<file path="src/rtl/uart_tx.sv">
// ============================================================================
// Module   : uart_tx
// Brief    : UART transmitter, 8 data bits + parity + 1 stop bit, LSB first.
// Revision : 1.0 - initial release
// ============================================================================
`default_nettype none

module uart_tx #(
    parameter int CLK_FREQUENCY = 100_000_000,
    parameter int BAUD_RATE     = 19_200,
    parameter bit PARITY        = 1'b1
) (
    input  logic       clk,
    input  logic       rst,
    input  logic       send,
    input  logic [7:0] din,
    output logic       tx_out,
    output logic       busy,
    output logic       done
);

    localparam int c_BAUD_CYCLES = CLK_FREQUENCY / BAUD_RATE;
    localparam int c_CNT_W       = (c_BAUD_CYCLES > 1) ? $clog2(c_BAUD_CYCLES) : 1;
    localparam logic [c_CNT_W-1:0] c_BAUD_LAST = c_CNT_W'(c_BAUD_CYCLES - 1);

    typedef enum logic [2:0] {
        S_IDLE  = 3'd0,
        S_START = 3'd1,
        S_DATA  = 3'd2,
        S_PAR   = 3'd3,
        S_STOP  = 3'd4
    } state_t;

    state_t               r_state;
    state_t               w_state_next;
    logic [c_CNT_W-1:0]   r_baud_cnt;
    logic [c_CNT_W-1:0]   w_baud_next;
    logic [2:0]           r_bit_cnt;
    logic [2:0]           w_bit_next;
    logic [7:0]           r_shift;
    logic [7:0]           w_shift_next;
    logic                 r_par;
    logic                 w_par_next;
    logic                 r_tx;
    logic                 w_tx_next;
    logic                 w_wrap;

    assign w_wrap = (r_baud_cnt == c_BAUD_LAST);

    always_ff @(posedge clk or posedge rst) begin
        if (rst) begin
            r_state    <= S_IDLE;
            r_baud_cnt <= '0;
            r_bit_cnt  <= '0;
            r_shift    <= '0;
            r_par      <= 1'b0;
            r_tx       <= 1'b1;
        end else begin
            r_state    <= w_state_next;
            r_baud_cnt <= w_baud_next;
            r_bit_cnt  <= w_bit_next;
            r_shift    <= w_shift_next;
            r_par      <= w_par_next;
            r_tx       <= w_tx_next;
        end
    end

    always_comb begin
        w_state_next = r_state;
        w_baud_next  = r_baud_cnt;
        w_bit_next   = r_bit_cnt;
        w_shift_next = r_shift;
        w_par_next   = r_par;

        if (r_state != S_IDLE) begin
            w_baud_next = w_wrap ? '0 : r_baud_cnt + 1'b1;
        end

        case (r_state)
            S_IDLE: begin
                if (send) begin
                    w_state_next = S_START;
                    w_baud_next  = '0;
                    w_bit_next   = '0;
                    w_shift_next = din;
                    w_par_next   = (^din) ^ PARITY;
                end
            end
            S_START: begin
                if (w_wrap) begin
                    w_state_next = S_DATA;
                    w_bit_next   = '0;
                end
            end
            S_DATA: begin
                if (w_wrap) begin
                    w_shift_next = {1'b0, r_shift[7:1]};
                    if (r_bit_cnt == 3'd7) begin
                        w_state_next = S_PAR;
                        w_bit_next   = '0;
                    end else begin
                        w_bit_next = r_bit_cnt + 3'd1;
                    end
                end
            end
            S_PAR: begin
                if (w_wrap) begin
                    w_state_next = S_STOP;
                end
            end
            S_STOP: begin
                if (w_wrap) begin
                    w_state_next = S_IDLE;
                end
            end
            default: begin
                w_state_next = S_IDLE;
                w_baud_next  = '0;
                w_bit_next   = '0;
            end
        endcase
    end

    // Line level is decided from the next state so tx_out comes straight off a flop.
    always_comb begin
        w_tx_next = 1'b1;
        case (w_state_next)
            S_START: w_tx_next = 1'b0;
            S_DATA:  w_tx_next = w_shift_next[0];
            S_PAR:   w_tx_next = w_par_next;
            default: w_tx_next = 1'b1;
        endcase
    end

    assign tx_out = r_tx;
    assign busy   = (r_state != S_IDLE);
    assign done   = (r_state == S_STOP) && w_wrap;

endmodule

`default_nettype wire

</file>
<file path="config.mk">
export PLATFORM = sky130hd
export DESIGN_NAME = uart_tx
export DESIGN_NICKNAME = d
export VERILOG_FILES = /design/src/rtl/uart_tx.sv
export SDC_FILE = /design/constraint.sdc
export NUM_CORES = 1
export LEC_CHECK = 0
export ABC_CLOCK_PERIOD_IN_PS = 1840
export BUFFER_PORTS_ARGS = -buffer_cell sky130_fd_sc_hd__clkbuf_2
export CAP_MARGIN = 5
export CORE_MARGIN = 4
export CORE_UTILIZATION = 30
export CTS_BUF_LIST = sky130_fd_sc_hd__clkbuf_16
export DETAILED_ROUTE_END_ITERATION = 12
export RECOVER_POWER = 25
export SYNTH_ARGS = -nofsm -noshare
export SYNTH_HDL_FRONTEND = slang
export SYNTH_SLANG_ARGS = --single-unit
</file>
<file path="constraint.sdc">
create_clock -name clk -period 1.84 [get_ports clk]
set_clock_uncertainty 0.15 [all_clocks]
set_input_delay 0.276 -clock clk [delete_from_list [all_inputs] [get_ports clk]]
set_output_delay 0.276 -clock clk [all_outputs]
set_load 0.01 [all_outputs]
</file>
==> summary.txt <==
Timing
  – Period utilization: 1.05
  – Slew Limit Fails: 0
  – Worst setup margin: -0.0922 ns
  – Max-slew headroom: 0.515
  – Final Hold Vio Count: 0
  – Final min period: 1.93 ns
  – RSZ-0062 raised after global routing: true
  – Worst slew pin tran: approximately 0.73 ns
  – Max frequency: 518 MHz
  – Endpoints failing setup: 18
  – Setup TNS: -0.718 ns

Worst setup path
  – Worst-path cell chain: ha_2, and4bb_4, buf_6, and3_4, a21o_1, a21oi_2, mux2_4
  – Worst-path maximum fanout: 4
  – Critical path required time: between 1.5 and 2 ns
  – Crit path launch type: flop
  – Slowest cell on crit path: dfrtp_1
  – Critical path's top delay family: flip-flops
  – Worst-case reg-to-reg path depth: 7
  – Crit path depth: 7
  – Crit path largest cell delay: around 0.38 ns
  – CP Class: reg -> reg
  – WP data arrival: 1.94 ns
  – Crit end category: flop
  – Worst Path Buf+Inv: 1

Global route
  – All-layer global routing usage: 0.120
  – Vias in the first global route: between 1k and 1.5k
  – First-pass GRT wire length: around 6000 µm
  – Largest net degree at the start of global routing: 30
  – Initial antenna violation count: 0
  – Total congestion overflow: 0

Layout
  – Syn-to-layout area delta: 32.6%
  – Layout cells sized above 1: 0.345
  – Layout Cells excl Fill: approximately 280
  – Most frequent cells in the layout: dfrtp_1 (27), nand2_1 (26), buf_4 (21)
  – Commonest non-fill, non-tap cell in the layout: dfrtp_1
  – Ant diodes: 0
  – Nets: between 200 and 250

Power and ir drop
  – Switching Share: 0.281
  – Power Dens Cells: just under 1000 nW/µm²
  – Int Power: between 0.0015 and 0.002 W
  – Leakage: ~1.0 nW
  – Total power: ~0.0021 W
  – Combinational power share: 0.242
  – Net load switching power: around 0.00059 W
  – Max VDD drop: around 0.00055 V
  – Clock share of power: 0.357
  – Sequential share of power: 0.400

Synth
  – Area of the mapped netlist: between 1500 and 2000 µm²
  – Synthesis Warnings: 0
  – Synth unique cells: 46
  – Post-synth EDFFs: 0
  – Mapped Nets: 178
  – Syn avg cell area: 9.86 µm²
  – Ys async rst share: 1.00
  – Seq/Total Area, Yosys: 0.449
  – Most used DFF post-synth: dfrtp_1
  – Syn Inst Count: between 150 and 200
  – Yosys reg bits: 29

Route
  – Metal2 WL: roughly 1700 µm
  – Met3 WL: around 94 µm
  – WL met1: around 1700 µm
  – Highest routed layer: met4
  – Routed WL per cell: approximately 13 µm
  – Antenna Nets Post-Route: 0
  – Via Count: 1311
  – Pre-Repair DR Iteration Count: 4
  – Drt via density: 4.75
  – Routed wire length: ~3600 µm
  – 1st-iter DRT viols: 61
  – Post-route DRC: 0

Floorplanning
  – Die extent in x: between 80 and 90 µm
  – Core footprint: slightly above 5000 µm²
  – # rows: 26
  – DIE AREA: 6630 µm²
  – I/O Pins: 14
  – Initial Util: 0.313
  – Die height: between 80 and 90 µm

CTS
  – CTS tree: yes
  – H-tree Lvls: 2
  – Clock transition at path regs: 0.05 ns
  – Clk sink count: 29
  – Number of buffers created by CTS: 5
  – Worst skew pair latency: about 0.27 ns
  – Root Driver: clkbuf_16
  – Clock Tree Buf Depth: 2

Place
  – Final Wtd Congestion: roughly 0.78
  – DP Wirelength: approximately 2400 µm
  – I/O Buffers: 13
  – Placed cell count: 263

Status
  – Failing checks: negative setup slack
  – Status: complete, but fails checks

Job
  – Max-cap viol count: 0

Hold path
  – Hold depth: 2
  – Hold crit path type: in -> reg
-- worst register-to-register path, stage by stage (launching register included) --
cell	delay, ns
dfrtp_1	0.38
ha_2	0.19
and4bb_4	0.20
buf_6	0.12
and3_4	0.15
a21o_1	0.16
a21oi_2	0.16
mux2_4	0.31
-- kinds of logic (layout without fill, tap and decap cells) --
kind of cell / after synthesis / after routing / synth area share
AO/OA/AOI/OAI: 21 / 22 / 0.0990
XOR/XNOR: 19 / 19 / 0.103
adder cells (fa/ha/maj): 3 / 3 / 0.0232
buffers and inverters: 13 / 54 / 0.0394
flip-flops: 29 / 29 / 0.449
multiplexers: 4 / 4 / 0.0278
AND/OR/NAND/NOR: 75 / 75 / 0.258
-- area by class of cell --
cell class | count | area (µm²)
Fill cell | 485 | 3030
Inverter | 8 | 30.0
Clock inverter | 3 | 13.8
Tap cell | 70 | 87.6
Sequential cell | 29 | 728
Multi-Input combinational cell | 123 | 893
Timing Repair Buffer | 38 | 267
Clock buffer | 5 | 125
-- power groups by stage --
stage	logic (W)	clock network (W)	registers, W
6_report	0.000510	0.000753	0.000844
5_1_grt	0.000575	0.000812	0.000862
4_1_cts	0.000505	0.000772	0.000841
3_5_place_dp	0.000484	0	0.000846
3_3_place_gp	0.000482	0	0.000846
2_1_floorplan	0.000286	0	0.000856
-- repair_timing --
item / 4_1_cts / 5_1_grt
hold buffers: 1 / 0
endpoints found under the setup margin: 18 / 25
endpoints found under the hold margin: 28 / 0
setup buffers: 3 / 1
gates cloned: 0 / 1
pin swaps: 9 / 5
resized for setup: 11 / 8
-- final timing paths --
kind                               startpoint            to  slack [ns]
worst min-delay path                   din[7]    r_shift[7]        0.09
min in group asynchronous                 rst    r_shift[0]        0.59
worst max-delay path            r_baud_cnt[1]  r_bit_cnt[0]       -0.09
worst min register to register     r_shift[6]    r_shift[6]        0.32
max in group asynchronous                 rst    r_state[2]        0.45
worst max register to register  r_baud_cnt[1]  r_bit_cnt[0]       -0.09
-- metrics by stage --
stage / setup WS, ns / area [µm²] / util / hold WS (ns)
2_1_floorplan: -0.0803 / 1620 / - / 0.203
3_3_place_gp: 0.00890 / 1900 / 0.367 / 0.200
3_5_place_dp: -0.0213 / 1900 / 0.367 / 0.207
4_1_cts: -0.124 / 2110 / 0.408 / 0.0878
5_1_grt: -0.168 / 2140 / 0.415 / 0.102
6_report: -0.0922 / 2140 / 0.415 / 0.0882
-- registers in the layout, summed over array words and instances, names as in the netlist --
| name | count |
|---|---|
| r_bit_cnt | 3 |
| r_shift | 8 |
| r_state | 3 |
| r_par | 1 |
| tx_out | 1 |
| r_baud_cnt | 13 |
-- cells in the mapped netlist (all sizes together) (4+ instances only) --
| cell | n | share of area |
|---|---|---|
| a22oi | 6 | 0.028 |
| buf | 4 | 0.018 |
| dfrtp | 28 | 0.43 |
| inv | 8 | 0.019 |
| nand2 | 26 | 0.060 |
| nand3 | 4 | 0.012 |
| nand4 | 5 | 0.019 |
| nor2 | 22 | 0.053 |
| xnor2 | 11 | 0.060 |
| xor2 | 8 | 0.043 |
-- layer usage --
layer  up-vias  track usage
li1        659            -
met2        14        0.195
met4         0       0.0507
met1       629        0.149
met5         -            0
met3         9       0.0329
(Power assumes the default switching activity.)
